==> config.mk <==
export PLATFORM = sky130hd
export DESIGN_NAME = key_conditioner_flat
export DESIGN_NICKNAME = d
export VERILOG_FILES = /design/src/rtl/key_pkg.sv /design/src/rtl/key_conditioner_if.sv /design/src/rtl/key_debounce_ch.sv /design/src/rtl/key_conditioner.sv /design/src/flat_wrapper.sv
export SDC_FILE = /design/constraint.sdc
export NUM_CORES = 1
export LEC_CHECK = 0
export BUFFER_PORTS_ARGS = -buffer_cell sky130_fd_sc_hd__buf_2
export CAP_MARGIN = 20
export CORE_UTILIZATION = 65
export DETAILED_ROUTE_END_ITERATION = 10
export PLACE_DENSITY = 0.82
export SLEW_MARGIN = 30
export SYNTH_ARGS = -nofsm -noshare
export SYNTH_HDL_FRONTEND = slang
export SYNTH_SLANG_ARGS = --single-unit
==> constraint.sdc <==
create_clock -name sysclk -period 4.3 [get_ports sysclk]
set_input_delay 0.86 -clock sysclk [delete_from_list [all_inputs] [get_ports sysclk]]
set_output_delay 0.86 -clock sysclk [all_outputs]
set_load 0.01 [all_outputs]
==> src/rtl/key_pkg.sv <==
// Shared key indices, counts and the auto-repeat phase type.
// Used by the key conditioner, its debounce channels and the pulse interface.
package key_pkg;

    localparam int N_KEYS   = 3;
    localparam int N_REPEAT = 2;

    localparam int KEY_NEXT = 0;
    localparam int KEY_PRE  = 1;
    localparam int KEY_AUTO = 2;

    typedef enum logic [1:0] {
        IDLE   = 2'd0,
        DELAY  = 2'd1,
        PERIOD = 2'd2
    } rep_phase_t;

endpackage

==> src/rtl/key_conditioner_if.sv <==
// Command pulse bundle from the key conditioner to the slide selector.
// Pulses are single-cycle and unacknowledged; key_level is a debounced level.
interface key_conditioner_if;
    import key_pkg::*;

    logic              bt_next;
    logic              bt_pre;
    logic              bt_auto;
    logic [N_KEYS-1:0] key_level;

    modport master (output bt_next, output bt_pre, output bt_auto, output key_level);
    modport slave  (input  bt_next, input  bt_pre, input  bt_auto, input  key_level);

endinterface

==> src/rtl/key_debounce_ch.sv <==
// One key: 2-flop synchroniser, stability-count debounce, press-event flag.
// Raw edge to key_level change is 2 + DEBOUNCE_CYCLES cycles; no backpressure.
module key_debounce_ch #(
    parameter int DEBOUNCE_CYCLES = 1_000_000,
    parameter int CNT_W           = 28
) (
    input  logic sysclk,
    input  logic sys_rst_n,
    input  logic key_raw,
    output logic key_level,
    output logic press_evt
);

    logic             sync1;
    logic             sync2;
    logic [CNT_W-1:0] cnt;
    logic             differ;
    logic             settled;

    assign differ  = sync2 ^ key_level;
    assign settled = differ && (cnt == CNT_W'(DEBOUNCE_CYCLES - 1));

    always_ff @(posedge sysclk or negedge sys_rst_n) begin
        if (!sys_rst_n) begin
            sync1     <= 1'b0;
            sync2     <= 1'b0;
            cnt       <= '0;
            key_level <= 1'b0;
            press_evt <= 1'b0;
        end else begin
            sync1 <= key_raw;
            sync2 <= sync1;
            // Any cycle back at the current level restarts the stability count.
            if (!differ || settled) begin
                cnt <= '0;
            end else begin
                cnt <= cnt + CNT_W'(1);
            end
            if (settled) begin
                key_level <= ~key_level;
            end
            press_evt <= settled & ~key_level;
        end
    end

endmodule

==> src/rtl/key_conditioner.sv <==
// Turns three raw buttons into clean single-cycle next/pre/auto command pulses.
// Pulse follows the debounced press by one cycle; hold auto-repeats next/pre; no backpressure.
module key_conditioner
    import key_pkg::*;
#(
    parameter int DEBOUNCE_CYCLES = 1_000_000,
    parameter int REPEAT_DELAY    = 50_000_000,
    parameter int REPEAT_PERIOD   = 12_500_000,
    parameter int CNT_W           = 28
) (
    input  logic              sysclk,
    input  logic              sys_rst_n,
    input  logic [N_KEYS-1:0] key_raw,
    key_conditioner_if.master kif
);

    localparam longint CNT_MAX = (longint'(1) << CNT_W) - 1;
    localparam bit PARAMS_OK = (DEBOUNCE_CYCLES >= 2) && (REPEAT_DELAY >= 0) &&
                               (REPEAT_PERIOD >= 1) &&
                               (longint'(DEBOUNCE_CYCLES) <= CNT_MAX) &&
                               (longint'(REPEAT_DELAY) <= CNT_MAX) &&
                               (longint'(REPEAT_PERIOD) <= CNT_MAX);

    param_chk: assert property (@(posedge sysclk) PARAMS_OK);

    logic [N_KEYS-1:0]   level;
    logic [N_KEYS-1:0]   press;
    logic [N_REPEAT-1:0] rep;
    logic                next_p;
    logic                pre_p;

    for (genvar i = 0; i < N_KEYS; i++) begin : g_ch
        key_debounce_ch #(
            .DEBOUNCE_CYCLES (DEBOUNCE_CYCLES),
            .CNT_W           (CNT_W)
        ) u_ch (
            .sysclk    (sysclk),
            .sys_rst_n (sys_rst_n),
            .key_raw   (key_raw[i]),
            .key_level (level[i]),
            .press_evt (press[i])
        );
    end

    for (genvar i = 0; i < N_REPEAT; i++) begin : g_rep
        rep_phase_t       phase_q;
        rep_phase_t       phase_d;
        logic [CNT_W-1:0] cnt_q;
        logic [CNT_W-1:0] cnt_d;
        logic             delay_done;
        logic             period_done;
        logic             rep_hit;

        assign delay_done  = (phase_q == DELAY)  && (cnt_q == CNT_W'(REPEAT_DELAY - 1));
        assign period_done = (phase_q == PERIOD) && (cnt_q == CNT_W'(REPEAT_PERIOD - 1));

        always_ff @(posedge sysclk or negedge sys_rst_n) begin
            if (!sys_rst_n) begin
                phase_q <= IDLE;
                cnt_q   <= '0;
            end else begin
                phase_q <= phase_d;
                cnt_q   <= cnt_d;
            end
        end

        always_comb begin
            phase_d = phase_q;
            cnt_d   = cnt_q;
            if (!level[i]) begin
                phase_d = IDLE;
                cnt_d   = '0;
            end else if (press[i]) begin
                phase_d = (REPEAT_DELAY == 0) ? IDLE : DELAY;
                cnt_d   = '0;
            end else begin
                case (phase_q)
                    DELAY: begin
                        if (delay_done) begin
                            phase_d = PERIOD;
                            cnt_d   = '0;
                        end else begin
                            cnt_d = cnt_q + CNT_W'(1);
                        end
                    end
                    PERIOD: begin
                        if (period_done) begin
                            cnt_d = '0;
                        end else begin
                            cnt_d = cnt_q + CNT_W'(1);
                        end
                    end
                    default: cnt_d = '0;
                endcase
            end
        end

        // A repeat landing on the release cycle is dropped by the level gate.
        always_comb begin
            rep_hit = level[i] && !press[i] && (delay_done || period_done);
        end

        assign rep[i] = rep_hit;
    end

    assign next_p = press[KEY_NEXT] | rep[KEY_NEXT];
    assign pre_p  = press[KEY_PRE]  | rep[KEY_PRE];

    always_ff @(posedge sysclk or negedge sys_rst_n) begin
        if (!sys_rst_n) begin
            kif.bt_next <= 1'b0;
            kif.bt_pre  <= 1'b0;
            kif.bt_auto <= 1'b0;
        end else begin
            kif.bt_next <= next_p & ~pre_p;
            kif.bt_pre  <= pre_p & ~next_p;
            kif.bt_auto <= press[KEY_AUTO];
        end
    end

    assign kif.key_level = level;

endmodule

==> src/flat_wrapper.sv <==
// flat-port wrapper written by rule: the top's interface ports become plain ports
module key_conditioner_flat import key_pkg::*;
#(
    parameter int DEBOUNCE_CYCLES = 1_000_000,
    parameter int REPEAT_DELAY    = 50_000_000,
    parameter int REPEAT_PERIOD   = 12_500_000,
    parameter int CNT_W           = 28
)
  (sysclk, sys_rst_n, key_raw, kif_bt_next, kif_bt_pre, kif_bt_auto, kif_key_level);
  key_conditioner_if kif_i ();
  input  logic sysclk;
  input  logic sys_rst_n;
  input  logic [N_KEYS-1:0] key_raw;
  output wire logic [$bits(kif_i.bt_next)-1:0] kif_bt_next;
  output wire logic [$bits(kif_i.bt_pre)-1:0] kif_bt_pre;
  output wire logic [$bits(kif_i.bt_auto)-1:0] kif_bt_auto;
  output wire logic [$bits(kif_i.key_level)-1:0] kif_key_level;
  assign kif_bt_next = kif_i.bt_next;
  assign kif_bt_pre = kif_i.bt_pre;
  assign kif_bt_auto = kif_i.bt_auto;
  assign kif_key_level = kif_i.key_level;
  key_conditioner #(.DEBOUNCE_CYCLES(DEBOUNCE_CYCLES), .REPEAT_DELAY(REPEAT_DELAY), .REPEAT_PERIOD(REPEAT_PERIOD), .CNT_W(CNT_W)) u_core (.sysclk(sysclk), .sys_rst_n(sys_rst_n), .key_raw(key_raw), .kif(kif_i));
endmodule
-- Word level (Yosys, flattened, before mapping)
Index checks and enable logic that the tools add are counted.
- equal/unequal tests: 15
- reduce and logical (&&, ||, !) cells: 23
- bitwise logic cells: 15
- mux-type cells: 21
- $add $sub $neg: 5
- operator list (kind ; count):
    two-way mux 28 bit ; 11
    adder 28 x 1 -> 28 bit, second input constant ; 5
    case mux 28 bit (2 select lines) ; 2
    == test 28 x 20 -> 1 bit, second input constant ; 3
    == test 28 x 24 -> 1 bit, second input constant ; 2
    == test 28 x 26 -> 1 bit, second input constant ; 2
    two-way mux 2 bit ; 8
    != test 3 x 1 -> 1 bit, second input constant ; 4
    logical AND 1 bit ; 11
    bitwise AND 1 bit ; 5
    logical NOT 1 bit ; 5
    logical OR 1 bit ; 5
    NOT 1 bit ; 5
    == test 2 x 1 -> 1 bit, second input constant ; 2
    == test 2 bit, second input constant ; 2
    AND reduction 2 bit ; 2
    bitwise XOR 1 bit ; 3
    OR 1 bit ; 2
- bits of input ports: 5
- flip-flop bits (word level): 159
- word-level logic and storage cells: 101

-- Logic depth before layout (Yosys ltp)
Gate-level depths: netlist of run 1.
- word-level depth: 7
- depth in mapped cells: 9
- gate-level depth less buffers: 7

-- Cells and area by module
Synthesis of run 1 repeated with hierarchy kept, for this count alone.
- cells, all modules: 854
- area total of the unflattened synthesis: 8132.8 um^2
- modules (own cells, without submodules) (module ; sequential area each (um^2) ; times used ; area each (um^2) ; cells an instance):
    key_debounce_ch ; 800.8 ; 3 ; 1624.1 ; 175
    key_conditioner ; 1576.5 ; 1 ; 3260.6 ; 329

-- Least setup slack after synthesis of run 1
OpenSTA, ideal clock, no wires.
- path kind: reg-to-reg
- start point: register u_core.g_rep[1].cnt_q[0]
- end point: register u_core.g_rep[1].cnt_q[20]
- arrival: 1.747 ns
- setup slack: 2.434 ns
- path buffers: 2
- stages on the path, launching flop included: 9
- cells stage by stage: dfrtp_1 ha_1 and4_1 nand3_1 o41ai_2 a211o_1 buf_6 buf_6 nor2_1
- word-level cells in the longest chain between the ends: 6
- elaborated cells between the ends (all ways): 10
- classes of those cells: add/sub: 1; eq/ne: 2; mux: 5; reduce/logical: 2
- ends and longest elaborated chain (what ; RTL line ; RTL):
    start: declaration ; key_conditioner.sv:48 ; logic [CNT_W-1:0] cnt_q;
    start signal: assignment ; key_conditioner.sv:63 ; cnt_q <= cnt_d;
    parallel branches: the longest is 3 deep, another holds adder 28 x 1 -> 28 bit ; -- ;
    case mux 28 bit (2 select lines) (*) ; key_conditioner.sv:77 ; case (phase_q)
    two-way mux 28 bit (*) ; key_conditioner.sv:73 ; end else if (press[i]) begin
    two-way mux 28 bit (*) ; key_conditioner.sv:70 ; if (!level[i]) begin
    via u_core.g_rep[1].cnt_d[20] ; key_conditioner.sv:49 ; logic [CNT_W-1:0] cnt_d;
Mark *: on every way through the listed nets, which the timed path passes.
A chain may end at the register's enable or synchronous reset.

-- Worst setup path after layout of run 1
- start point: register u_core.g_rep[1].cnt_q[0]
- end point: register u_core.g_rep[1].cnt_q[19]
Same word-level chain as after synthesis.

==> flow_summary.rst, run 1 <==
.. list-table::
   :header-rows: 1

   * - Metric
     - Value
   * - Outcome
     - finished clean
   * - Residual antenna-violating net count after detailed routing
     - 0
   * - Area Overhead vs Synth
     - 10.5%
   * - Number of clock sinks
     - 159
   * - Crit Path Class
     - flop to flop
   * - Post-synthesis sequential element count
     - 159
   * - Max Root-Sink Buffers
     - 2
   * - Length of the first detailed-routing pass in iterations
     - 6
   * - Post-route minimum period
     - 2.56 ns
   * - Number of cells produced by synthesis
     - 771
   * - Post-route total power
     - 3.26 mW
   * - Synthesized area
     - 7780 sq um
   * - Start point of the worst hold path
     - u_core.g_ch[2].u_ch.sync1$_DFF_PN0_
   * - Post-synth top flop
     - sky130_fd_sc_hd__dfrtp_1
   * - Cell count after placement
     - 908
   * - Horiz. Die Dim
     - 111 um
   * - Global-route wire length before repair
     - 26,900 um
   * - Endpoint required time on the critical path
     - 4.56 ns
   * - Overall global routing resource usage
     - 0.271
   * - Root buffer cell
     - sky130_fd_sc_hd__clkbuf_16
   * - Die area
     - 12,400 sq um
   * - Sequential fraction of the synthesis area
     - 0.511
   * - Share of synthesized registers carrying an async set or reset
     - 1.00
   * - Number of setup buffers added after CTS
     - 0
   * - Initial DRC count
     - 420
   * - Max IR drop VDD
     - 413 uV
   * - Number of rows created at floorplan
     - 39
   * - First element of the critical path
     - u_core.g_rep[1].cnt_q[0]$_DFF_PN0_
   * - Number of gates resized after cts
     - 0
   * - Height of the die
     - 111 um
   * - Total via count in the routed design
     - 5,706
   * - Power density relative to cell area
     - 379 nW/um^2
   * - Number of H-tree levels
     - 4
   * - CTS Hold Bufs
     - 0
   * - Synth cell count leaders
     - 168 x sky130_fd_sc_hd__nor2_1, 159 x sky130_fd_sc_hd__dfrtp_1, 90 x sky130_fd_sc_hd__xor2_1
   * - Number of warning messages in the yosys log
     - 0
   * - Area of all placed cells without fillers
     - 8600 sq um
   * - Number of global-route vias before repair
     - 5,816
   * - Max Fanout on Critical Path
     - 28
   * - Share of cells above drive strength 1
     - 0.0891
   * - Synthesized Nets
     - 785
   * - Period utilisation layout
     - 0.595
   * - Number of synthesized flops with an enable pin
     - 0
   * - Crit path arrival time
     - 2.82 ns
   * - Biggest area contributors in the synthesized netlist
     - sky130_fd_sc_hd__dfrtp_1 51%, sky130_fd_sc_hd__xor2_1 10%, sky130_fd_sc_hd__nor2_1 8.1%, sky130_fd_sc_hd__xnor2_1 4.8%, sky130_fd_sc_hd__nand3_1 4.1%
   * - Rel. slew slack
     - 0.394
   * - Clock Skew
     - 0.00736 ns
   * - RSZ-0062 raised after global routing
     - no
   * - Crit end category
     - flop
   * - Dpl hpwl
     - 10,200 um
   * - Count of pins on the block boundary
     - 11
   * - Total congestion overflow after global routing
     - 0
   * - Setup Total Neg Slack
     - 0 ns
   * - Pin count of the biggest net entering global routing
     - 94
   * - Antenna violations before repair
     - 0
   * - Maxcap violations
     - 0
   * - Top achievable clock speed
     - 391 MHz
   * - Share of Yosys cell area claimed by the top area cell type
     - 0.511
   * - Via density per instance
     - 6.07
   * - Cell leakage power
     - 3.57 nW
   * - Worst skew pair latency
     - 0.42 ns
   * - Final instance count without filler cells
     - 940
   * - Effective utilization at floorplan
     - 0.673
   * - Synth cell types
     - 48
   * - Routed wirelength normalized by instance count
     - 16.6 um
   * - Endpoints failing setup
     - 0
   * - Fin. Hold Viols
     - 0
   * - Worst setup margin
     - 1.74 ns
   * - Least-Margin Pin Slew
     - 0.909 ns
   * - Final Net Count
     - 798
   * - Tightest Hold Check Type
     - flop to flop
   * - Avg Synthesized Cell Area
     - 10.1 sq um
   * - Core region area
     - 11,600 sq um
   * - Final Routed Wirelength
     - 15,600 um
   * - Clk slew on worst S/H paths
     - 0.06 ns
   * - Critical Path Source Type
     - flop
   * - Number of buffers created by CTS
     - 17
   * - Number of slew-limit violations in the final report
     - 0
   * - Area post-placement
     - 7920 sq um
   * - Dominant cell type by area after synthesis
     - sky130_fd_sc_hd__dfrtp_1
   * - Final RePlAce weighted congestion
     - 0.868
   * - Most frequent cell after synthesis
     - sky130_fd_sc_hd__nor2_1
   * - Port buffer count
     - 10
   * - Total DRC errors in the routed layout
     - 0
   * - Critical R2R Launch
     - u_core.g_rep[1].cnt_q[0]$_DFF_PN0_
   * - DP Worst Slack
     - 1.79 ns
   * - Clock tree from TritonCTS
     - yes
   * - Antenna diode count
     - 0
[final timing paths]
kind,to,slack [ns],depth (start not counted)
max,u_core.g_rep[1].cnt_q[19]$_DFF_PN0_,1.74,6
min in group asynchronous,u_core.g_rep[1].cnt_q[19]$_DFF_PN0_,0.52,1
min,u_core.g_ch[2].u_ch.sync2$_DFF_PN0_,0.36,0
max reg2reg,u_core.g_rep[1].cnt_q[19]$_DFF_PN0_,1.74,6
max in group asynchronous,u_core.g_ch[2].u_ch.press_evt$_DFF_PN0_,2.94,2
min reg2reg,u_core.g_ch[2].u_ch.sync2$_DFF_PN0_,0.36,0
[kinds of logic after synthesis]
group | synth area share
and+or+nand+nor | 0.283
DFF | 0.511
xor gates and xnor gates | 0.150
buffers and inverters | 0.0240
AOI/OAI and AO/OA | 0.0135
adders and majority gates | 0.0145
muxes | 0.00434
[report_power, final]
part	internal [mW]	total (mW)	switching [mW]
Clock	1.11	1.69	0.581
Sequential	1.51	1.52	0.00956
Combinational	0.0119	0.0585	0.0466
[metrics by stage]
step                      hold WS (ns)   util
after detailed placement         0.344  0.685
after global placement           0.334  0.684
final                            0.355  0.743
after floorplan                  0.331      -
after CTS                        0.357  0.743
after global routing             0.365  0.743
[sequential cells by signal, indices dropped and copies added, names as in the netlist]
name                        count
u_core.g_rep.phase_q            4
u_core.g_ch.u_ch.sync2          3
u_core.g_ch.u_ch.press_evt      3
u_core.g_ch.u_ch.cnt           84
u_core.g_ch.u_ch.key_level      3
u_core.kif.bt_next              1
u_core.g_ch.u_ch.sync1          3
u_core.kif.bt_pre               1
u_core.g_rep.cnt_q             56
u_core.kif.bt_auto              1
[final cells by class]
cell class | count | area [sq um]
Fill cell | 758 | 2970
Inverter | 16 | 60.1
Clock buffer | 23 | 498
Timing Repair Buffer | 11 | 76.3
Sequential cell | 159 | 3980
Clock inverter | 9 | 178
Tap cell | 143 | 179
Multi-Input combinational cell | 579 | 3630
[cell usage in the layout, fill, tap and decap left out, types with 12 or more instances in the layout]
| cell type | instances |
|---|---|
| sky130_fd_sc_hd__and3_1 | 20 |
| sky130_fd_sc_hd__clkbuf_16 | 17 |
| sky130_fd_sc_hd__dfrtp_1 | 159 |
| sky130_fd_sc_hd__inv_1 | 16 |
| sky130_fd_sc_hd__nand2_1 | 43 |
| sky130_fd_sc_hd__nand3_1 | 64 |
| sky130_fd_sc_hd__nand4_1 | 39 |
| sky130_fd_sc_hd__nor2_1 | 168 |
| sky130_fd_sc_hd__nor3_1 | 14 |
| sky130_fd_sc_hd__nor4_1 | 12 |
| sky130_fd_sc_hd__nor4_2 | 12 |
| sky130_fd_sc_hd__xnor2_1 | 43 |
| sky130_fd_sc_hd__xor2_1 | 90 |
[metal layers]
metal,up-vias,wire [um],track usage
li1,2663,-,-
met5,-,0,0
met1,2874,6680,0.325
met3,38,540,0.0653
met4,0,302,0.0928
met2,131,8090,0.478
[critical path, stage by stage, from the launching register on]
cell and delay (ns):
sky130_fd_sc_hd__dfrtp_1 0.39, sky130_fd_sc_hd__ha_1 0.24, sky130_fd_sc_hd__and4_1 0.27, sky130_fd_sc_hd__nand3_1 0.18, sky130_fd_sc_hd__o41ai_2 0.39, sky130_fd_sc_hd__a211o_1 0.78
sky130_fd_sc_hd__nor2_1 0.15
Power figures use the tool's default switching activity.
==> inputs of run 2 (changes only) <==
--- a/config.mk
+++ b/config.mk
@@ -7,9 +7,9 @@
 export LEC_CHECK = 0
 export BUFFER_PORTS_ARGS = -buffer_cell sky130_fd_sc_hd__buf_2
 export CAP_MARGIN = 20
-export CORE_UTILIZATION = 65
+export CORE_UTILIZATION = 57
 export DETAILED_ROUTE_END_ITERATION = 10
-export PLACE_DENSITY = 0.82
+export PLACE_DENSITY = 0.76
 export SLEW_MARGIN = 30
 export SYNTH_ARGS = -nofsm -noshare
 export SYNTH_HDL_FRONTEND = slang
==> constraint.sdc (replaced) <==
create_clock -name sysclk -period 2.21 [get_ports sysclk]
set_input_delay 0.442 -clock sysclk [delete_from_list [all_inputs] [get_ports sysclk]]
set_output_delay 0.442 -clock sysclk [all_outputs]
set_load 0.01 [all_outputs]
==> run 2 against run 1 <==
  * First-iteration DRC count up 3.1%
  * Global-route usage decreased by 3.4 points
  * Fmax grew 24%
  * Total power grew 78%
  * Largest cell class unchanged
  * Worst setup slack worse by 1.6 ns
  * Flip-flop and latch count is the same
  * Hold slack worse by 0.24 ns
  * Count of clock-buffer cells in the layout shrank 3
  * Sequential power is 94% higher
  * Wire length decreased by 2.2%
  * Clock power increased by 60%
  * Critical path type unchanged
  * Largest power group is now sequential cells
==> flow_summary.rst, run 2 (synthesis results as in run 1) <==
.. list-table::
   :header-rows: 1

   * - Metric
     - Value
   * - Via density per instance
     - 5.71 (-6.0%)
   * - Endpoint required time on the critical path
     - 2.53 ns (-2.03 ns)
   * - Least-Margin Pin Slew
     - 0.637 ns (-0.272 ns)
   * - Clk slew on worst S/H paths
     - 0.07 ns (about the same)
   * - Share of cells above drive strength 1
     - 0.107 (+0.0177)
   * - Root buffer cell
     - sky130_fd_sc_hd__clkbuf_16
   * - Antenna violations before repair
     - 0 (unchanged)
   * - Horiz. Die Dim
     - 119 um (+6.7%)
   * - Number of setup buffers added after CTS
     - 0 (unchanged)
   * - Clock tree from TritonCTS
     - yes
   * - Power share of the clock group
     - 0.468 (-0.049)
   * - Max reg flops
     - 84 (unchanged)
   * - Switching Fraction
     - 0.230 (+0.0352)
   * - Residual antenna-violating net count after detailed routing
     - 0 (unchanged)
   * - Power density relative to cell area
     - 665 nW/um^2 (+75%)
   * - Initial DRC count
     - 433 (+3.1%)
   * - Number of H-tree levels
     - 4 (unchanged)
   * - Crit Path Class
     - flop to flop
   * - Fin. Hold Viols
     - 0 (unchanged)
   * - Overall global routing resource usage
     - 0.237 (-0.0342)
   * - Routed wirelength normalized by instance count
     - 15.4 um (-7.2%)
   * - Height of the die
     - 119 um (+6.7%)
   * - Antenna diode count
     - 0 (unchanged)
   * - Power Internal
     - 4.46 mW (+70%)
   * - Maxcap violations
     - 0 (unchanged)
   * - Die area
     - 14,100 sq um (+14%)
   * - Area Overhead vs Synth
     - 12.0%
   * - Core region area
     - 13,300 sq um (+15%)
   * - Worst skew pair latency
     - 0.43 ns (about the same)
   * - Clock Skew
     - 0.0136 ns (+0.00620 ns)
   * - Register name with the most flops
     - u_core.g_ch.u_ch.cnt
   * - Max IR drop VDD
     - 548 uV (+33%)
   * - Total via count in the routed design
     - 5,654 (-0.91%)
   * - Effective utilization at floorplan
     - 0.585 (-0.0876)
   * - Crit path arrival time
     - 2.39 ns (-0.43 ns)
   * - Post-route minimum period
     - 2.07 ns (-0.488 ns)
   * - Final Routed Wirelength
     - 15,300 um (-2.2%)
   * - Period utilisation layout
     - 0.937 (+0.342)
   * - Number of clock sinks
     - 159 (unchanged)
   * - Layout Utilization
     - 0.655 (-0.0880)
   * - Final Net Count
     - 816 (+2.3%)
   * - Cell leakage power
     - 3.64 nW (+2.0%)
   * - Count of pins on the block boundary
     - 11 (unchanged)
   * - Setup Total Neg Slack
     - 0 ns (unchanged)
   * - Final RePlAce weighted congestion
     - 0.862 (-0.62%)
   * - Number of slew-limit violations in the final report
     - 0 (unchanged)
   * - Most common cell after layout, fill and taps aside
     - sky130_fd_sc_hd__nor2_1
   * - Max Root-Sink Buffers
     - 2 (unchanged)
   * - Endpoints failing setup
     - 0 (unchanged)
   * - Total congestion overflow after global routing
     - 0 (unchanged)
   * - RSZ-0062 raised after global routing
     - no
   * - Rel. slew slack
     - 0.572 (+0.178)
   * - Critical Path Source Type
     - flop
   * - Length of the first detailed-routing pass in iterations
     - 7 (+1)
   * - Top achievable clock speed
     - 483 MHz (+24%)
   * - Total DRC errors in the routed layout
     - 0 (unchanged)
   * - Outcome
     - finished clean
   * - Post-route total power
     - 5.79 mW (+78%)
   * - Sequential fraction of design power
     - 0.509 (+0.044)
   * - Area of all placed cells without fillers
     - 8710 sq um (+1.4%)
   * - Number of global-route vias before repair
     - 5,658 (-2.7%)
   * - Pin count of the biggest net entering global routing
     - 63 (-33%)
   * - Port buffer count
     - 10 (unchanged)
   * - Commonest cells after routing, fill and taps aside
     - 168 x sky130_fd_sc_hd__nor2_1, 159 x sky130_fd_sc_hd__dfrtp_1, 90 x sky130_fd_sc_hd__xor2_1
   * - Max Fanout on Critical Path
     - 27 (-3.6%)
   * - Logic pwr share
     - 0.023 (+0.005)
   * - Number of buffers created by CTS
     - 17 (unchanged)
   * - Global-route wire length before repair
     - 26,700 um (-0.54%)
   * - Number of rows created at floorplan
     - 42 (+7.7%)
   * - Reported net switching power
     - 1.33 mW (+110%)
   * - Dpl hpwl
     - 10,200 um (+0.49%)
   * - Crit end category
     - flop
   * - Biggest registers after layout
     - u_core.g_ch.u_ch.cnt (84), u_core.g_rep.cnt_q (56), u_core.g_rep.phase_q (4)
   * - Area post-placement
     - 8140 sq um (+2.8%)
   * - Tightest Hold Check Type
     - primary input to flop
==> run 2: changes by cell type in the layout (fill, tap and decap cells not counted), moves of 2 or more <==
cell	delta
sky130_fd_sc_hd__inv_6	+5
sky130_fd_sc_hd__buf_12	+5
sky130_fd_sc_hd__clkinv_4	+2
sky130_fd_sc_hd__bufinv_16	-5
sky130_fd_sc_hd__clkbuf_8	-4
sky130_fd_sc_hd__buf_4	+12
==> run 2: path summary, 6_finish.rpt <==
kind / startpoint / end / slack (ns) / cells after the start
setup / recovery: u_core.g_ch[1].u_ch.cnt[11]$_DFF_PN0_ / u_core.g_ch[1].u_ch.cnt[25]$_DFF_PN0_ / 0.14 / 6
hold / removal: key_raw[1] / u_core.g_ch[1].u_ch.sync1$_DFF_PN0_ / 0.11 / 1
setup reg to reg: u_core.g_ch[1].u_ch.cnt[11]$_DFF_PN0_ / u_core.g_ch[1].u_ch.cnt[25]$_DFF_PN0_ / 0.14 / 6
hold reg to reg: u_core.g_ch[2].u_ch.sync1$_DFF_PN0_ / u_core.g_ch[2].u_ch.sync2$_DFF_PN0_ / 0.35 / 0
max in group asynchronous: sys_rst_n / u_core.g_ch[2].u_ch.cnt[6]$_DFF_PN0_ / 1.01 / 3
min in group asynchronous: sys_rst_n / u_core.g_rep[1].cnt_q[20]$_DFF_PN0_ / 0.52 / 2
==> run 2: what timing repair did <==
action,CTS,global route
setup endpoints to repair,0,22
hold endpoints to repair,48,0
gates resized for setup,0,2
hold buffers,1,0
==> run 2: layout make-up <==
class	instances	area, sq um
Clock inverter	12	100
Fill cell	1014	4580
Clock buffer	20	447
Sequential cell	159	3980
Multi-Input combinational cell	579	3630
Timing Repair Buffer	29	277
Tap cell	176	220
Inverter	16	60.1
==> run 2: stage by stage <==
stage	cells	hold WS [ns]	setup WS (ns)
floorplan	771	0.146	0.344
global placement	958	0.341	0.209
detailed placement	958	0.338	0.138
CTS	991	0.101	0.129
global route	991	0.103	0.00962
finish	991	0.111	0.139
==> run 2: critical path: stages, from the launching register on <==
cell,delay [ns]
sky130_fd_sc_hd__dfrtp_1,0.42
sky130_fd_sc_hd__or4b_2,0.69
sky130_fd_sc_hd__nor4_2,0.15
sky130_fd_sc_hd__nand4_1,0.27
sky130_fd_sc_hd__nand2_2,0.17
sky130_fd_sc_hd__buf_12,0.18
sky130_fd_sc_hd__nor2_1,0.07
==> run 2: power groups by stage <==
stage,registers [mW],clock network (mW),logic (mW)
2_1_floorplan,3.00,0,0.0464
3_3_place_gp,3.00,0,0.128
3_5_place_dp,3.00,0,0.135
4_1_cts,2.95,2.76,0.138
5_1_grt,2.95,2.90,0.153
6_report,2.95,2.71,0.132
==> run 2: per-layer routing <==
layer	wire length, um	vias to the layer above	global-route usage
met2	7780	115	0.392
met3	533	21	0.0493
li1	-	2705	-
met5	0	-	0
met4	184	0	0.0767
met1	6770	2813	0.312
